===== src/rtl/csr_access_unit.sv =====
// csr_access_unit
// Initiator side of the CSR register-file port. Runs Zicsr read-modify-write
// accesses, trap entry and MRET as short sequences over one combinational
// read port and one clock-committed write port.
//
// state     | meaning
// ----------+-------------------------------------------------------------
// S_IDLE    | ready for a request; CSR port quiet
// S_EXEC    | CSR instruction: read old value, optionally write new value
// S_T_EPC   | trap entry: write MEPC with the word-aligned trapping PC
// S_T_CAUSE | trap entry: write MCAUSE
// S_T_STAT  | trap entry: stack MIE into MPIE, clear MIE, force MPP=M
// S_T_VEC   | trap entry: read MTVEC and form the handler address
// S_R_STAT  | MRET: restore MIE from MPIE, set MPIE, force MPP=M
// S_R_EPC   | MRET: read MEPC as the return address
// S_DONE    | one-cycle response; CSR port quiet
module csr_access_unit #(
  parameter logic [31:0] RESET_VEC = 32'h0000_0000
) (
  input  logic        clk,
  input  logic        rst,
  input  logic        req_valid,
  output logic        req_ready,
  input  logic [1:0]  req_kind,
  input  logic [2:0]  csr_op,
  input  logic [11:0] csr_addr,
  input  logic [31:0] operand,
  input  logic        src_zero,
  input  logic [31:0] trap_pc,
  input  logic [31:0] trap_cause,
  output logic        done,
  output logic [31:0] rd_data,
  output logic        illegal,
  output logic        redirect,
  output logic [31:0] redirect_pc,
  output logic [11:0] csr_raddr,
  input  logic [31:0] csr_rdata,
  output logic [11:0] csr_waddr,
  output logic [31:0] csr_wdata,
  output logic        csr_write
);

  localparam logic [11:0] A_MSTATUS  = 12'h300;
  localparam logic [11:0] A_MIE      = 12'h304;
  localparam logic [11:0] A_MTVEC    = 12'h305;
  localparam logic [11:0] A_MSTATUSH = 12'h310;
  localparam logic [11:0] A_MSCRATCH = 12'h340;
  localparam logic [11:0] A_MEPC     = 12'h341;
  localparam logic [11:0] A_MCAUSE   = 12'h342;
  localparam logic [11:0] A_MIP      = 12'h344;

  localparam logic [1:0] K_CSR  = 2'b00;
  localparam logic [1:0] K_TRAP = 2'b01;
  localparam logic [1:0] K_MRET = 2'b10;

  localparam logic [31:0] ALIGN_MASK = 32'hFFFF_FFFC;

  typedef enum logic [3:0] {
    S_IDLE,
    S_EXEC,
    S_T_EPC,
    S_T_CAUSE,
    S_T_STAT,
    S_T_VEC,
    S_R_STAT,
    S_R_EPC,
    S_DONE
  } state_t;

  state_t state, state_nxt;

  logic [2:0]  op_q;
  logic [11:0] addr_q;
  logic [31:0] operand_q;
  logic        src_zero_q;
  logic [31:0] trap_pc_q;
  logic [31:0] trap_cause_q;

  logic        done_nxt;
  logic [31:0] rd_data_nxt;
  logic        illegal_nxt;
  logic        redirect_nxt;
  logic [31:0] redirect_pc_nxt;

  logic        op_rw, op_set, op_clr;
  logic        instr_illegal;
  logic [31:0] trap_status;
  logic [31:0] mret_status;
  logic [31:0] vec_base;
  logic [31:0] vec_target;

  function automatic logic addr_supported(input logic [11:0] a);
    case (a)
      A_MSTATUS, A_MIE, A_MTVEC, A_MSTATUSH,
      A_MSCRATCH, A_MEPC, A_MCAUSE, A_MIP: addr_supported = 1'b1;
      default:                             addr_supported = 1'b0;
    endcase
  endfunction

  // Decode the latched instruction; I forms behave like their register forms
  // because the operand already carries the zero-extended zimm.
  always_comb begin
    op_rw         = (op_q == 3'b001) || (op_q == 3'b101);
    op_set        = (op_q == 3'b010) || (op_q == 3'b110);
    op_clr        = (op_q == 3'b011) || (op_q == 3'b111);
    instr_illegal = (op_q == 3'b000) || (op_q == 3'b100) || !addr_supported(addr_q);
  end

  // mstatus rewrite for trap entry and MRET, and the trap handler address.
  always_comb begin
    trap_status        = csr_rdata;
    trap_status[7]     = csr_rdata[3];
    trap_status[3]     = 1'b0;
    trap_status[12:11] = 2'b11;

    mret_status        = csr_rdata;
    mret_status[3]     = csr_rdata[7];
    mret_status[7]     = 1'b1;
    mret_status[12:11] = 2'b11;

    vec_base = csr_rdata & ALIGN_MASK;
    if ((csr_rdata[1:0] == 2'b01) && trap_cause_q[31])
      vec_target = vec_base + {trap_cause_q[29:0], 2'b00};
    else
      vec_target = vec_base;
  end

  // Next state, CSR port drive and the values registered for the response.
  always_comb begin
    state_nxt       = state;
    req_ready       = 1'b0;
    csr_raddr       = 12'h000;
    csr_waddr       = 12'h000;
    csr_wdata       = 32'h0000_0000;
    csr_write       = 1'b0;
    done_nxt        = 1'b0;
    rd_data_nxt     = rd_data;
    illegal_nxt     = 1'b0;
    redirect_nxt    = 1'b0;
    redirect_pc_nxt = redirect_pc;

    case (state)
      S_IDLE: begin
        req_ready = 1'b1;
        if (req_valid) begin
          case (req_kind)
            K_CSR:   state_nxt = S_EXEC;
            K_TRAP:  state_nxt = S_T_EPC;
            K_MRET:  state_nxt = S_R_STAT;
            default: begin
              state_nxt   = S_DONE;
              done_nxt    = 1'b1;
              illegal_nxt = 1'b1;
              rd_data_nxt = 32'h0000_0000;
            end
          endcase
        end
      end

      S_EXEC: begin
        csr_raddr = addr_q;
        csr_waddr = addr_q;
        state_nxt = S_DONE;
        done_nxt  = 1'b1;
        if (instr_illegal) begin
          illegal_nxt = 1'b1;
          rd_data_nxt = 32'h0000_0000;
        end else begin
          rd_data_nxt = csr_rdata;
          // Set/clear with a zero source is a pure read.
          csr_write   = op_rw || !src_zero_q;
          if (op_set)
            csr_wdata = csr_rdata | operand_q;
          else if (op_clr)
            csr_wdata = csr_rdata & ~operand_q;
          else
            csr_wdata = operand_q;
        end
      end

      S_T_EPC: begin
        csr_waddr = A_MEPC;
        csr_wdata = trap_pc_q & ALIGN_MASK;
        csr_write = 1'b1;
        state_nxt = S_T_CAUSE;
      end

      S_T_CAUSE: begin
        csr_waddr = A_MCAUSE;
        csr_wdata = trap_cause_q;
        csr_write = 1'b1;
        state_nxt = S_T_STAT;
      end

      S_T_STAT: begin
        csr_raddr = A_MSTATUS;
        csr_waddr = A_MSTATUS;
        csr_wdata = trap_status;
        csr_write = 1'b1;
        state_nxt = S_T_VEC;
      end

      S_T_VEC: begin
        csr_raddr       = A_MTVEC;
        state_nxt       = S_DONE;
        done_nxt        = 1'b1;
        rd_data_nxt     = 32'h0000_0000;
        redirect_nxt    = 1'b1;
        redirect_pc_nxt = vec_target;
      end

      S_R_STAT: begin
        csr_raddr = A_MSTATUS;
        csr_waddr = A_MSTATUS;
        csr_wdata = mret_status;
        csr_write = 1'b1;
        state_nxt = S_R_EPC;
      end

      S_R_EPC: begin
        csr_raddr       = A_MEPC;
        state_nxt       = S_DONE;
        done_nxt        = 1'b1;
        rd_data_nxt     = 32'h0000_0000;
        redirect_nxt    = 1'b1;
        redirect_pc_nxt = csr_rdata & ALIGN_MASK;
      end

      S_DONE: state_nxt = S_IDLE;

      default: state_nxt = S_IDLE;
    endcase
  end

  // State register and registered response outputs.
  always_ff @(posedge clk or posedge rst) begin
    if (rst) begin
      state       <= S_IDLE;
      done        <= 1'b0;
      rd_data     <= 32'h0000_0000;
      illegal     <= 1'b0;
      redirect    <= 1'b0;
      redirect_pc <= RESET_VEC;
    end else begin
      state       <= state_nxt;
      done        <= done_nxt;
      rd_data     <= rd_data_nxt;
      illegal     <= illegal_nxt;
      redirect    <= redirect_nxt;
      redirect_pc <= redirect_pc_nxt;
    end
  end

  // Capture the request at acceptance so later input changes are ignored.
  always_ff @(posedge clk or posedge rst) begin
    if (rst) begin
      op_q         <= 3'b000;
      addr_q       <= 12'h000;
      operand_q    <= 32'h0000_0000;
      src_zero_q   <= 1'b0;
      trap_pc_q    <= 32'h0000_0000;
      trap_cause_q <= 32'h0000_0000;
    end else if ((state == S_IDLE) && req_valid) begin
      op_q         <= csr_op;
      addr_q       <= csr_addr;
      operand_q    <= operand;
      src_zero_q   <= src_zero;
      trap_pc_q    <= trap_pc;
      trap_cause_q <= trap_cause;
    end
  end

endmodule


===== config.mk =====
export PLATFORM = sky130hd
export DESIGN_NAME = csr_access_unit
export DESIGN_NICKNAME = d
export VERILOG_FILES = /design/src/rtl/csr_access_unit.sv
export SDC_FILE = /design/constraint.sdc
export NUM_CORES = 1
export LEC_CHECK = 0
export ABC_AREA = 1
export BUFFER_PORTS_ARGS = -buffer_cell sky130_fd_sc_hd__buf_2
export CAP_MARGIN = 20
export CORE_MARGIN = 3
export CORE_UTILIZATION = 58
export DETAILED_ROUTE_END_ITERATION = 12
export GPL_ROUTABILITY_DRIVEN = 0
export PLACE_DENSITY = 0.86
export RECOVER_POWER = 100
export SLEW_MARGIN = 20
export SYNTH_ARGS = -nofsm -noshare
export SYNTH_HDL_FRONTEND = slang
export SYNTH_SLANG_ARGS = --single-unit

===== constraint.sdc =====
create_clock -name clk -period 15.74 [get_ports clk]
set_clock_uncertainty 0.05 [all_clocks]
set_input_delay 1.574 -clock clk [delete_from_list [all_inputs] [get_ports clk]]
set_output_delay 1.574 -clock clk [all_outputs]
set_load 0.02 [all_outputs]

==> metrics.cfg, run 1 <==
[run_status]
status = finished, violations left
violations = max-capacitance violations, max-slew violations

[layout]
fill_cells = 1500
nets = 1792
drive_above_1_share = 0.151
areaGrowthSynthToFinish_pct = 16.0

[synthesis]
ys_types = 40
netlist_instances = 1376
synth.most_common_cell = nand2_1
ys_seq_elements = 178
synth_area_leaders = dfrtp_1, nand2_1, o21ai_0, inv_1, mux2_2
syn_area_mm2 = 0.0106
synth_xor_area_frac = 0.0115
seq_area_frac_synth = 0.419
synth.avg_cell_area_um2 = 7.72
async_reset_ff_frac = 1.00
muxShareOfSynthArea = 0.0593
synth_fa_ha_area_frac = 0.0396
synth-simple-area-share = 0.200
synth_edf_count = 0
synth.top_cells.by_count = nand2_1, inv_1, dfrtp_1
yosys.area.top_type_share = 0.419
synth_compound_area_frac = 0.163
synth_ff_type = dfrtp_1
yosysWarnings = 0
yosys.area.top_type = dfrtp_1
synth_top_family_by_area = simple AND/OR/NAND/NOR gates

[worst_setup_path]
r2r_start = state[2]
rr_endpoint = rd_data[26]
endpoint = rd_data[6]
cp_max_fo = 72
critPathKind = in2async
r2r_setup_slack_ns = 9.92
startpoint = rst
end_kind = async pin
start_kind = primary input
r2r_cells = 8
critical_path_required_ns = 15.43
cp.arrival_ns = 8.19

[sta]
fin_crit_ns = 8.50
fin_setup_tns_ns = 0
worstMarginPinSlew_ns = 4.50
hold_ws_ns = 0.431
timing.fmax_ghz = 0.118
maxSlewHeadroom = -2.00
finalSetupViolations = 0
rsz0062_at_grt = false
fin_crit_sh = 0.540
slew_violations = 529
hold_violations = 0

[global_routing]
grt_overflow = 0
grt_pass1_wl_um = 52100
grt_max_degree = 113
grt_use_total = 0.334
grt_pass1_vias = 9994
antenna_found_initial = 6

[pwr]
leakage_nw = 6.27
power.density_mw_per_mm2 = 201
fin_total_pwr_mw = 2.48
vdd_drop_max_v = 0.000176

[drt]
drtPass1Iterations = 6
vias = 10694
vias_per_cell = 5.77
avgRoutedWirePerCell_um = 18.3
drc_errors = 0
dr.first_iter.drc_count = 1356
wirelength_um = 33900
ant_nets = 0

[flow_run]
cap_violations = 8

[cts]
htree_levels = 4
cts_setup_buffers = 0
cts_hold_buf = 0
path_clk_slew_ns = 0.07
clock_path_buffers = 2
cts_buffers = 17
root_buffer = clkbuf_16
clk_latency_ns = 0.43
cts_sinks = 178
cts_resized = 0
cts_tree = yes

[floorplan]
num_io_pins = 274
initial_utilization = 0.604
row_count = 48
die_width_um = 141
die_y_um = 141
die-area_mm2 = 0.0200
core_area_mm2 = 0.0176

[placed_design]
place_hpwl_um = 24900
io_buffers = 268

[min_path]
hold_path_class = reg2reg

==> worst max-delay path: stages <==
cell	delay, ns
buf_2	0.10
clkinvlp_2	0.96
clkbuf_1	2.78
clkbuf_1	2.65
==> layout make-up <==
class,instances,area (um^2),area share
Inverter,199,748,0.0607
Antenna cell,4,10.0,0.000812
Clock buffer,21,460,0.0373
Clock inverter,11,150,0.0122
Multi-Input combinational cell,938,4990,0.405
Timing Repair Buffer,276,1230,0.0999
Tap cell,225,282,0.0228
Sequential cell,178,4450,0.361
==> cells by family (layout without fill, tap and decap cells) <==
logic type,count (synthesis),in the layout
adders and majority gates,33,33
and+or+nand+nor,526,526
AOI/OAI and AO/OA,307,307
other,1,6
buffers and inverters,261,507
DFF,178,178
muxes,56,56
xor gates and xnor gates,14,14
==> registers in the layout (all words and copies together) (netlist names), 2 cells and up <==
register,flops
rd_data,32
addr_q,12
operand_q,32
redirect_pc,30
trap_cause_q,32
trap_pc_q,30
state,4
op_q,2
==> worst min-delay path by stage <==
| stage | from | cells after the start | slack (ns) | endpoint |
|---|---|---|---|---|
| final | redirect_pc[2] | 2 | 0.43 | redirect_pc[2] |
| after global routing | redirect_pc[11] | 2 | 0.46 | redirect_pc[11] |
| after CTS | redirect_pc[2] | 2 | 0.43 | redirect_pc[2] |
| after detailed placement | redirect_pc[2] | 2 | 0.41 | redirect_pc[2] |
| after global placement | redirect_pc[13] | 2 | 0.41 | redirect_pc[13] |
| after floorplan | trap_cause_q[30] | 1 | 0.43 | trap_cause_q[30] |
==> per-layer routing <==
layer | up-vias | GRT usage | routed length, um | part of all wire
met1 | 4975 | 0.452 | 13400 | 0.39
met2 | 652 | 0.507 | 15100 | 0.45
met3 | 124 | 0.0883 | 3880 | 0.11
li1 | 4939 | - | - | -
met5 | - | 0 | 14 | 0.00041
met4 | 4 | 0.153 | 1550 | 0.046
==> cells in the final DEF, fill, tap and decap left out, drive strengths merged, types with 2 or more instances in the layout <==
cell type,instances
nand2,374
inv,201
o21ai,180
dfrtp,178
buf,150
clkbuf,147
nor2,89
a21oi,60
mux2,56
nand3,47
ha,32
o31ai,28
a221oi,24
xor2,12
nor3,9
o22ai,6
diode,4
nand4,4
o21bai,3
bufinv,3
clkinvlp,3
clkinv,3
a31oi,2
o221ai,2
xnor2,2
conb,2
==> per-stage QoR <==
step | utilization | instance area, um^2 | cells | worst slack, ns
floorplan | - | 10600 | 1377 | 9.29
global placement | 0.677 | 11900 | 1815 | 11.49
detailed placement | 0.677 | 11900 | 1815 | 11.47
CTS | 0.712 | 12500 | 1847 | 11.08
global route | 0.701 | 12300 | 1852 | 5.81
finish | 0.701 | 12300 | 1852 | 7.24
==> power breakdown <==
group / switching (mW) / leakage [nW] / internal, mW
clock network: 0.187 / 0.294 / 0.260
logic: 0.843 / 3.77 / 0.422
registers: 0.122 / 2.21 / 0.648
Power figures use the tool's default switching activity.
==> run 2, diff against run 1 <==
--- a/config.mk
+++ b/config.mk
@@ -5,14 +5,14 @@
 export SDC_FILE = /design/constraint.sdc
 export NUM_CORES = 1
 export LEC_CHECK = 0
-export ABC_AREA = 1
+export ABC_AREA = 0
 export BUFFER_PORTS_ARGS = -buffer_cell sky130_fd_sc_hd__buf_2
 export CAP_MARGIN = 20
 export CORE_MARGIN = 3
-export CORE_UTILIZATION = 58
+export CORE_UTILIZATION = 53
 export DETAILED_ROUTE_END_ITERATION = 12
 export GPL_ROUTABILITY_DRIVEN = 0
-export PLACE_DENSITY = 0.86
+export PLACE_DENSITY = 0.81
 export RECOVER_POWER = 100
 export SLEW_MARGIN = 20
 export SYNTH_ARGS = -nofsm -noshare
==> constraint.sdc (replaced) <==
create_clock -name clk -period 8.4 [get_ports clk]
set_clock_uncertainty 0.05 [all_clocks]
set_input_delay 0.84 -clock clk [delete_from_list [all_inputs] [get_ports clk]]
set_output_delay 0.84 -clock clk [all_outputs]
set_load 0.02 [all_outputs]
==> metrics.cfg, run 2 <==
[placed_design]
io_buffers = 268
place_hpwl_um = 20500
dp_cells = 1360
placed_area_mm2 = 0.0110

[sta]
rsz0062_at_grt = false
timing.fmax_ghz = 0.165
worstMarginPinSlew_ns = 5.34
fin_crit_sh = 0.720
fin_setup_tns_ns = 0
hold_violations = 0
fin_crit_ns = 6.05
slew_violations = 308
finalSetupViolations = 0
hold_ws_ns = 0.430
maxSlewHeadroom = -2.56

[cts]
path_clk_slew_ns = 0.07
cts_sinks = 178
root_buffer = clkbuf_16
cts_hold_buf = 0
htree_levels = 4
cts_buffers = 17
cts_setup_buffers = 0
clk_latency_ns = 0.43
cts_resized = 0
clock_path_buffers = 2
cts_tree = yes

[global_routing]
grt_pass1_vias = 8061
grt_use_total = 0.288
grt_overflow = 0
grt_pass1_wl_um = 44700
antenna_found_initial = 5
grt_max_degree = 121

[layout]
fin_cells = 1395
most-common-layout-cells = dfrtp_1, buf_2, clkbuf_1
areaGrowthSynthToFinish_pct = 19.8
fill_cells = 1463
drive_above_1_share = 0.269
nets = 1336
final_common_cell = dfrtp_1
finish.instance_area_mm2 = 0.0114
top_regs = operand_q (32), rd_data (32), trap_cause_q (32)

[synthesis]
synth_ff_type = dfrtp_1
synth.avg_cell_area_um2 = 10.4
yosys.area.top_type_share = 0.469
seq_area_frac_synth = 0.469
async_reset_ff_frac = 1.00
netlist_instances = 917
yosys.area.top_type = dfrtp_1
synth_area_leaders = dfrtp_1, mux2_2, nand2_1, ha_1, o21ai_0
ys_types = 63
yosysWarnings = 0
synth.most_common_cell = dfrtp_1
synth_edf_count = 0
syn_area_mm2 = 0.00950
ys_seq_elements = 178
synth.top_cells.by_count = dfrtp_1, nand2_1, mux2_2

[pwr]
leakage_nw = 5.36
power.density_mw_per_mm2 = 386
vdd_drop_max_v = 0.000213
fin_total_pwr_mw = 4.39

[drt]
dr.first_iter.drc_count = 777
drtPass1Iterations = 6
vias = 8221
vias_per_cell = 5.89
drc_errors = 0
wirelength_um = 28500
avgRoutedWirePerCell_um = 20.4
ant_nets = 0

[flow_run]
cap_violations = 5

[floorplan]
core_area_mm2 = 0.0174
num_io_pins = 274
die_width_um = 140
die_y_um = 140
row_count = 48
initial_utilization = 0.545
die-area_mm2 = 0.0196

[worst_setup_path]
rr_endpoint = rd_data[23]
cp.arrival_ns = 5.16
r2r_start = state[3]
end_kind = primary output
cp_slowest_stage_delay_ns = 1.18
critPathKind = reg2out
cp_max_fo = 27
critPathTopFamily = simple AND/OR/NAND/NOR gates
crit_slowest_cell = nor2_1
crit_path_frequent_cell = clkbuf_1
cp_num_buf_inv = 3
path_cells = nor4b_1 > inv_1 > nor2_1 > clkbuf_1 > and2_2 > a222oi_1 > nand2_1 > clkbuf_1
r2r_cells = 5
r2r_setup_slack_ns = 2.47
critical_path_required_ns = 7.51
start_kind = flip-flop

[min_path]
hold_depth = 2
whs_endpoint = redirect_pc[3]
hold_start = redirect_pc[3]
hold_path_class = reg2reg

[run_status]
status = finished, violations left
violations = max-capacitance violations, max-slew violations

-- run 2: cell types whose count changed after synthesis, moves of 13 or more --
cell,delta
nand3_1,-37
o31ai_1,-23
buf_6,-14
mux2_2,+52
a221oi_1,-21
nor2_1,-24
a222oi_1,+26
clkbuf_1,+17
o21ai_0,-99
inv_1,-173
a22o_1,+33
nand2_1,-259
a21o_1,+13
-- run 2: layout make-up --
type / count / area, um^2 / area share
flip-flops and latches: 178 / 4450 / 0.392
repair buffers: 277 / 1260 / 0.111
inverters: 20 / 76.3 / 0.00671
clock buffers: 20 / 457 / 0.0401
multi-input cells: 660 / 4710 / 0.414
clock inverters: 12 / 131 / 0.0115
diodes: 3 / 7.51 / 0.000660
well taps: 225 / 282 / 0.0247
-- run 2: worst max path at each step --
stage	end	start	depth (start not counted)	slack, ns
3_5_place_dp	csr_wdata[1]	addr_q[3]	8	4.13
2_1_floorplan	addr_q[0]	rst	1	2.68
6_report	csr_wdata[29]	state[1]	8	2.35
4_1_cts	csr_wdata[1]	addr_q[3]	8	3.65
3_3_place_gp	csr_wdata[1]	addr_q[3]	8	4.19
5_1_grt	rd_data[11]	state[3]	5	1.90
-- run 2: metal layers --
metal / GRT usage / up-vias / wire length (um)
li1: - / 3821 / -
met1: 0.416 / 3943 / 12500
met2: 0.427 / 384 / 12700
met3: 0.0588 / 69 / 2350
met4: 0.113 / 4 / 884
met5: 0 / - / 17
-- run 2: worst reg2reg max path: stages, from the launching register on --
cell and delay [ns]:
dfrtp_1 0.60, or2_0 2.09, inv_1 1.11, a211oi_1 1.27, buf_4 0.51, a22o_1 0.22
-- run 2: kinds of logic (layout without fill, tap and decap cells) --
| family | after synthesis | after routing | synth area share |
|---|---|---|---|
| AO/OA/AOI/OAI | 246 | 246 | 0.179 |
| XOR/XNOR | 23 | 23 | 0.0212 |
| adder cells (fa/ha/maj) | 33 | 33 | 0.0443 |
| buffers and inverters | 80 | 329 | 0.0358 |
| flip-flops | 178 | 178 | 0.469 |
| multiplexers | 115 | 115 | 0.135 |
| other | 1 | 5 | 0.000395 |
| AND/OR/NAND/NOR | 241 | 241 | 0.115 |
-- run 2: power by group --
part / total [mW] / internal, mW / leakage [nW] / switching (mW)
sequential: 1.53 / 1.22 / 2.18 / 0.315
clock: 0.803 / 0.455 / 0.290 / 0.348
combinational: 2.05 / 0.862 / 2.89 / 1.19
-- run 2: metrics by stage --
stage | worst slack [ns] | utilization
2_1_floorplan | 2.68 | -
3_3_place_gp | 4.19 | 0.630
3_5_place_dp | 4.13 | 0.630
4_1_cts | 3.65 | 0.663
5_1_grt | 1.90 | 0.653
6_report | 2.35 | 0.653
==> run 3, diff against run 2 <==
--- a/config.mk
+++ b/config.mk
@@ -9,10 +9,10 @@
 export BUFFER_PORTS_ARGS = -buffer_cell sky130_fd_sc_hd__buf_2
 export CAP_MARGIN = 20
 export CORE_MARGIN = 3
-export CORE_UTILIZATION = 53
+export CORE_UTILIZATION = 48
 export DETAILED_ROUTE_END_ITERATION = 12
 export GPL_ROUTABILITY_DRIVEN = 0
-export PLACE_DENSITY = 0.81
+export PLACE_DENSITY = 0.78
 export RECOVER_POWER = 100
 export SLEW_MARGIN = 20
 export SYNTH_ARGS = -nofsm -noshare
==> constraint.sdc (replaced) <==
create_clock -name clk -period 4.94 [get_ports clk]
set_clock_uncertainty 0.05 [all_clocks]
set_input_delay 0.494 -clock clk [delete_from_list [all_inputs] [get_ports clk]]
set_output_delay 0.494 -clock clk [all_outputs]
set_load 0.02 [all_outputs]
==> metrics.cfg, run 3 (synthesis results as in run 2) <==
[run_status]
status = finished, violations left
violations = max-capacitance violations, max-slew violations

[pwr]
power.share.clock = 0.184
power.internal_mw = 4.31
vdd_drop_max_v = 0.000388
leakage_nw = 5.39
p_switching_mw = 3.16
power.density_mw_per_mm2 = 652
p_comb_frac = 0.466
p_sw_frac = 0.423
seqPwrFrac = 0.350

[worst_setup_path]
cp_max_fo = 25
r2r_cells = 5
end_kind = primary output
critPathTopFamily = simple AND/OR/NAND/NOR gates
cp_slowest_stage_delay_ns = 0.78
rr_endpoint = rd_data[11]
crit_path_frequent_cell = nand2_1
critPathKind = reg2out
critical_path_required_ns = 4.40
cp.arrival_ns = 3.64
crit_slowest_cell = nand2_1
r2r_setup_slack_ns = 0.76
path_cells = nor4b_1 > inv_1 > nor2_4 > nand2_1 > nor2_1 > o21ai_0 > nand2_1 > clkbuf_1
r2r_start = state[3]
start_kind = flip-flop
cp_num_buf_inv = 2

[floorplan]
die-area_mm2 = 0.0215
initial_utilization = 0.498
num_io_pins = 274
die_y_um = 147
die_width_um = 147
core_area_mm2 = 0.0191
row_count = 50

[sta]
worstMarginPinSlew_ns = 3.36
worst_slack_ns = 0.758
maxSlewHeadroom = -1.24
fin_crit_ns = 4.18
hold_violations = 0
fin_crit_sh = 0.847
timing.fmax_ghz = 0.239
finalSetupViolations = 0
fin_setup_tns_ns = 0
rsz0062_at_grt = false
slew_violations = 372

[layout]
fin_cells = 1433
final_common_cell = dfrtp_1
top_regs = operand_q (32), rd_data (32), trap_cause_q (32)
areaGrowthSynthToFinish_pct = 20.5
post-route-util = 0.600
regArea_mm2 = 0.00445
multi_input_area_mm2 = 0.00471
drive_above_1_share = 0.274
most-common-layout-cells = dfrtp_1, buf_2, nand2_1
nets = 1339
fill_cells = 1653

[drt]
drc_errors = 0
avgRoutedWirePerCell_um = 20.0
vias = 8247
drtPass1Iterations = 8
vias_per_cell = 5.76
dr.first_iter.drc_count = 862
ant_nets = 0
wirelength_um = 28700

[global_routing]
grt_pass1_wl_um = 44500
grt_use_total = 0.264
antenna_found_initial = 7
grt_pass1_vias = 8106
grt_max_degree = 179
grt_overflow = 0

[cts]
clock_path_buffers = 2
root_buffer = clkbuf_16
cts_tree = yes
cts_setup_buffers = 0
cts_resized = 0
path_clk_slew_ns = 0.07
htree_levels = 4
cts_buffers = 17
cts_sinks = 178
cts_hold_buf = 0
clk_latency_ns = 0.43

[placed_design]
io_buffers = 268
place_hpwl_um = 21100
place_ws_ns = 1.38
dp_cells = 1398

[flow_run]
cap_violations = 7

[min_path]
hold_path_class = in2reg
whs_endpoint = addr_q[2]
hold_depth = 3
hold_start = csr_addr[2]

[run 3: changes by cell type in the layout (fill, tap and decap cells not counted), sizes merged]
cell,delta
clkbuf,-4
buf,+6
clkinv,-2
inv,+3
[run 3: worst register-to-register path, stage by stage, from the launching register on]
cell and delay [ns]:
dfrtp_1 0.60, or2_2 0.20, inv_1 0.28, a211oi_1 1.82, clkbuf_1 0.89, a22o_1 0.28
[run 3: how the worst max path moves through the flow]
stage                       startpoint               to  cells past startpoint
after global routing          state[1]     csr_wdata[2]                      8
after floorplan           csr_rdata[2]  redirect_pc[28]                     11
after CTS                     state[1]    csr_wdata[14]                      8
final                         state[1]    csr_wdata[30]                      8
after detailed placement  csr_rdata[2]  redirect_pc[28]                     12
after global placement    csr_rdata[2]  redirect_pc[28]                     12
[run 3: layer usage]
| layer | track usage | routed length (um) | vias up |
|---|---|---|---|
| met2 | 0.399 | 12700 | 367 |
| met3 | 0.0537 | 2270 | 67 |
| met1 | 0.376 | 12800 | 3986 |
| met5 | 0 | 43 | - |
| met4 | 0.101 | 874 | 6 |
| li1 | - | - | 3821 |
[run 3: through the flow]
step | total power, mW | hold WS [ns] | instance area [um^2]
finish | 7.47 | 0.240 | 11400
global route | 7.97 | 0.227 | 11400
CTS | 7.52 | 0.221 | 11600
detailed placement | 6.13 | 0.416 | 11000
global placement | 6.03 | 0.407 | 11000
floorplan | 5.08 | 0.430 | 9500
[run 3: power groups by stage]
stage	Sequential, mW	Combinational [mW]	Clock, mW
floorplan	2.57	2.52	0
global placement	2.58	3.45	0
detailed placement	2.62	3.51	0
CTS	2.59	3.53	1.39
global route	2.68	3.82	1.47
finish	2.61	3.48	1.37
[run 3: area by class of cell]
cell class	instances	share of cell area
flip-flops and latches	178	0.389
repair buffers	280	0.112
diodes	3	0.000656
well taps	260	0.0284
clock inverters	13	0.0131
clock buffers	19	0.0387
inverters	20	0.00689
multi-input cells	660	0.411
